## src/rtl/pattern_pkg.sv

```systemverilog
// Shared constants and types for the pattern pipeline: fixed-point format of the
// speed controller's step, direction encoding and default axis periods.
package pattern_pkg;

    localparam int FRAC_BITS = 2;

    localparam logic DIR_FWD = 1'b0;
    localparam logic DIR_REV = 1'b1;

    localparam int H_LIMIT = 640;
    localparam int V_LIMIT = 480;

    typedef enum logic {
        ST_FWD = DIR_FWD,
        ST_REV = DIR_REV
    } motion_state_e;

endpackage

```

## src/rtl/rising_edge_detect.sv

```systemverilog
// Single-cycle pulse on a low-to-high transition of a clk-synchronous level.
// RST_VAL seeds the delayed copy so a level already high at reset release can be ignored.
module rising_edge_detect #(
    parameter logic RST_VAL = 1'b0
) (
    input  logic clk,
    input  logic rst_n,
    input  logic d,
    output logic pulse
);

    logic r_q;

    always_ff @(posedge clk or negedge rst_n) begin
        if (!rst_n) r_q <= RST_VAL;
        else        r_q <= d;
    end

    assign pulse = d & ~r_q;

endmodule

```

## src/rtl/motion_accumulator.sv

```systemverilog
// Per-frame fixed-point position accumulator driving the pattern offset.
// Advances once per vsync rising edge in wrap or ping-pong mode unless paused.
module motion_accumulator
    import pattern_pkg::*;
#(
    parameter int POS_BITS = 10,
    parameter int LIMIT    = H_LIMIT
) (
    input  logic                clk,
    input  logic                rst_n,
    input  logic                vsync,
    input  logic                paused,
    input  logic [2:0]          step_size,
    input  logic                bounce,
    output logic [POS_BITS-1:0] offset,
    output logic                dir,
    output logic                frame_tick,
    output logic                wrapped
);

    localparam int ACC_W = POS_BITS + FRAC_BITS;
    localparam int EXT_W = POS_BITS + 3;
    localparam logic [EXT_W-1:0] FULL    = EXT_W'(LIMIT * 4);
    localparam logic [EXT_W-1:0] LAST_PX = EXT_W'(LIMIT * 4 - 4);

    logic          w_strobe;
    logic          w_update;
    logic [EXT_W-1:0] w_acc_ext;
    logic [EXT_W-1:0] w_step_ext;
    logic [EXT_W-1:0] w_sum;
    logic [EXT_W-1:0] w_diff;

    motion_state_e r_state, w_state_nxt;
    logic [ACC_W-1:0] r_acc, w_acc_nxt;
    logic          r_tick, w_tick_nxt;
    logic          r_wrap, w_wrap_nxt;

    // Delayed vsync resets high so a vsync already asserted at release is not an edge.
    rising_edge_detect #(
        .RST_VAL (1'b1)
    ) u_vsync_edge (
        .clk   (clk),
        .rst_n (rst_n),
        .d     (vsync),
        .pulse (w_strobe)
    );

    assign w_update   = w_strobe & ~paused;
    assign w_acc_ext  = {1'b0, r_acc};
    assign w_step_ext = EXT_W'(step_size);
    assign w_sum      = w_acc_ext + w_step_ext;
    assign w_diff     = w_acc_ext - w_step_ext;

    always_comb begin
        w_state_nxt = r_state;
        w_acc_nxt   = r_acc;
        w_tick_nxt  = 1'b0;
        w_wrap_nxt  = 1'b0;
        if (w_update) begin
            w_tick_nxt = 1'b1;
            if (!bounce) begin
                w_state_nxt = ST_FWD;
                if (w_sum >= FULL) begin
                    w_acc_nxt  = ACC_W'(w_sum - FULL);
                    w_wrap_nxt = 1'b1;
                end else begin
                    w_acc_nxt  = ACC_W'(w_sum);
                end
            end else if (r_state == ST_FWD) begin
                // Clamp on the last whole pixel so the reflection shows LIMIT-1 exactly.
                if (w_sum >= LAST_PX) begin
                    w_acc_nxt   = ACC_W'(LAST_PX);
                    w_state_nxt = ST_REV;
                    w_wrap_nxt  = 1'b1;
                end else begin
                    w_acc_nxt   = ACC_W'(w_sum);
                end
            end else begin
                if (w_acc_ext <= w_step_ext) begin
                    w_acc_nxt   = '0;
                    w_state_nxt = ST_FWD;
                    w_wrap_nxt  = 1'b1;
                end else begin
                    w_acc_nxt   = ACC_W'(w_diff);
                end
            end
        end
    end

    always_ff @(posedge clk or negedge rst_n) begin
        if (!rst_n) begin
            r_state <= ST_FWD;
            r_acc   <= '0;
            r_tick  <= 1'b0;
            r_wrap  <= 1'b0;
        end else begin
            r_state <= w_state_nxt;
            r_acc   <= w_acc_nxt;
            r_tick  <= w_tick_nxt;
            r_wrap  <= w_wrap_nxt;
        end
    end

    assign offset     = r_acc[ACC_W-1:FRAC_BITS];
    assign dir        = (r_state == ST_REV) ? DIR_REV : DIR_FWD;
    assign frame_tick = r_tick;
    assign wrapped    = r_wrap;

endmodule

```

## config.mk

```make
export PLATFORM = sky130hd
export DESIGN_NAME = motion_accumulator
export DESIGN_NICKNAME = d
export VERILOG_FILES = /design/src/rtl/pattern_pkg.sv /design/src/rtl/rising_edge_detect.sv /design/src/rtl/motion_accumulator.sv
export SDC_FILE = /design/constraint.sdc
export NUM_CORES = 1
export LEC_CHECK = 0
export ABC_AREA = 1
export BUFFER_PORTS_ARGS = -buffer_cell sky130_fd_sc_hd__buf_2
export CAP_MARGIN = 20
export CORE_MARGIN = 5
export CORE_UTILIZATION = 50
export DETAILED_ROUTE_END_ITERATION = 7
export PLACE_DENSITY = 0.7
export RECOVER_POWER = 25
export SLEW_MARGIN = 20
export SYNTH_ARGS = -nofsm -noshare
export SYNTH_HDL_FRONTEND = slang
export SYNTH_SLANG_ARGS = --single-unit
export TNS_END_PERCENT = 30
```

## constraint.sdc

```tcl
create_clock -name clk -period 2.8 [get_ports clk]
set_clock_uncertainty 0.05 [all_clocks]
set_input_delay 0.56 -clock clk [delete_from_list [all_inputs] [get_ports clk]]
set_output_delay 0.56 -clock clk [all_outputs]
set_load 0.02 [all_outputs]
```

==> results.md <==
- Initial Util: 0.521
- Number of fill cells: 374
- DIE HEIGHT: 72.2 microns
- Synth Net Count: roughly 310
- Total core area: 0.00372 sq mm
- First-pass GRT wire length: approximately 9300 microns
- Rows: 22
- Max_cap viols: 0
- YS warnings: 0
- Switching Fraction: 0.540
- Post-DRT Antenna Nets: 0
- Net Sw Power: 1080 uW
- Clk sinks: 16
- Synth Instances: 294
- Cell taking the most area after synthesis: dfrtp_1
- Clock buffer depth: 2
- CP Launch Type: primary input
- Reg clk slew, reported paths: 0.08 ns
- Post-synth cell types: 40
- Setup TNS: 0 ns
- GRT overflow: 0
- Crit-path slowest cell: fa_2
- Clock network fraction of design power: 0.113
- Minimum clock period: 2.56 ns
- Crit path max fanout: 8
- DR iter-0 viols: 170
- Post-synth EDFFs: 0
- Residual DRC: 0
- CTS tree: yes
- Final Max Tran Viols: 0
- Worst path required time: 2.91 ns
- Slew @ Worst Pin: around 0.95 ns
- Vias: slightly below 2000
- # diodes: 0
- Fin. Hold Viols: 0
- DIE AREA: 0.00522 sq mm
- Share of cells above drive strength 1: 0.245
- Crit-path most repeated cell: inv_1
- Int Pwr: between 900 and 1000 uW
- Post-CTS Hold Buffers: 0
- I/O pin cnt: 21
- Rel. slew slack: 0.369
- Root Buffer: clkbuf_8
- Post-DP Area: ~0.0021 sq mm
- Synth async-reset ratio: 1.00
- Number of port buffers: 20
- Status: complete, no violations
- Vias per cell: around 5.4
- Placed Cells incl. Taps: 367
- Cell with the most instances after synthesis: nand2_1
- Met3 usage: 0.0416
- Main synth FF type: dfrtp_1
- Hold Path Class: in2reg
- Initial antenna violation count: 0
- Largest net degree at the start of global routing: 19
- Finished layout cell area: 0.00219 sq mm
- Chip Width: 72.2 microns
- Drt wl/cell: around 15 microns
- Period Utilization, post-route: 0.915
- Final core occ: 0.590
- # nets final: 341
- GR peak layer: met2
- Final Wtd Congestion: 0.952
- H-tree depth: 1
- Top cells by count, synth: nand2_1, inv_1, nor2_1, nand3_1, dfrtp_1
- Final Non-Filler Cells: 371
- Power consumption: between 1500 and 2000 uW
- Met2 GRT Util: 0.358
- Vias in the first global route: 1995
- Synthesized flop and latch total: 16
- Post-Route WL: 5440 microns
- Synthesized area: 0.00194 sq mm
- Arr. time, crit path: 2.67 ns
- Synth top area share: 0.194
- Sequential power share: 0.200
- Total track usage: 0.226
- Drt pass-1 iters: 4
- Syn Area/Cell: approximately 6.6 sq um
- WS Path Type: in2reg
- CP Cell Sequence: buf_2 > ha_1 > inv_1 > fa_2 > o21ai_4 > nand3_4 > nand2_2 > o21ai_4 > inv_1 > ha_1 > inv_1 > nand3_1 > nand2_2 > inv_4 > nand2_4 > o21ai_1 > nand3_1 > nand2_1 > nand2_1
- Crit. End Element: flop
- Area grow syn2layout: 13.2%
- Pwr per Cell Area: 910 mW/mm^2
- Peak supply drop: roughly 0.43 mV
- Clock Latency Late Sink: 0.26 ns
- Cts bufs inserted: 3
- Seq/Total Area, Yosys: 0.207
- Worst Reg-to-Reg Cells: 15
- DP Wirelength: 4170 microns
- Leakage: 0.00122 uW
- Hold Path Depth: 1
- Met1 Use GR: 0.310
- Max Clk Rate: 0.390 GHz
- Final setup vio count: 0
- Top cells by area, synth: dfrtp_1, nand2_1, inv_1, nand3_1, nor2_1
- Largest stage delay, worst path: 0.37 ns
- Comb power frac: 0.686
registers in the layout, indices dropped and copies added, names as in the netlist:
register / flops
u_vsync_edge.r_q: 1
wrapped: 1
r_acc: 12
r_state: 1
frame_tick: 1
final cells by class:
cell class	count	area, sq um	area share
multi-input cells	220	1260	0.573
well taps	48	60.1	0.0274
inverters	41	156	0.0713
repair buffers	42	263	0.120
flip-flops and latches	16	402	0.183
clock buffers	4	55.1	0.0251
timing repair:
item,in CTS,in global routing
endpoints found under the hold margin,0,0
buffers inserted,0,0
endpoints found under the setup margin,0,8
resized for setup,0,1
path summary, 6_finish.rpt:
check | startpoint | to | slack, ns
max in group asynchronous | rst_n | r_acc[7]$_DFFE_PN0P_ | 1.76
min in group asynchronous | rst_n | r_acc[0]$_DFFE_PN0P_ | 0.36
hold / removal | vsync | u_vsync_edge.r_q$_DFF_PN1_ | 0.33
setup reg to reg | r_acc[2]$_DFFE_PN0P_ | r_acc[9]$_DFFE_PN0P_ | 0.26
hold reg to reg | r_acc[2]$_DFFE_PN0P_ | r_acc[2]$_DFFE_PN0P_ | 0.50
setup / recovery | step_size[0] | r_acc[2]$_DFFE_PN0P_ | 0.24
per-layer routing:
metal,vias to the layer above,part of all wire
met5,-,0
met4,0,0.016
met3,11,0.082
met2,78,0.47
met1,898,0.43
li1,1000,-
placed cells by master (no fill, tap or decap), types with 8 or more instances in the layout:
master    n
nand2_1  76
inv_1    36
nor2_1   28
nand3_1  23
buf_4    22
buf_2    18
dfrtp_1  15
a21oi_1  14
o21ai_0  11
nand4_1   8
o21ai_1   8
power by group through the flow:
stage | logic (uW) | clock network (uW) | registers (uW)
after detailed placement | 1350 | 0 | 405
after floorplan | 1020 | 0 | 385
after global routing | 1520 | 238 | 419
after CTS | 1350 | 229 | 400
final | 1370 | 226 | 400
after global placement | 1340 | 0 | 403
cell families (layout without fill, tap and decap cells):
group           after synthesis  count (layout)  synth area share
flops                        16              16             0.207
fa+ha+maj                     9               9            0.0659
simple gates                164             164             0.429
compound gates               45              45             0.144
buf+inv                      58              87             0.145
xor+xnor                      2               2           0.00905
per-stage QoR:
step	hold WS, ns	setup WS [ns]
after CTS	0.179	0.171
final	0.332	0.239
after detailed placement	0.464	-0.108
after floorplan	0.214	0.0626
after global routing	0.339	-0.00695
after global placement	0.461	-0.0433
worst max-delay path: cells and delay by family:
kind            cells  cell delay, ns
fa+ha+maj           3            0.69
simple gates        8            0.65
compound gates      3            0.39
buf+inv             5            0.38
(Power assumes the default switching activity.)
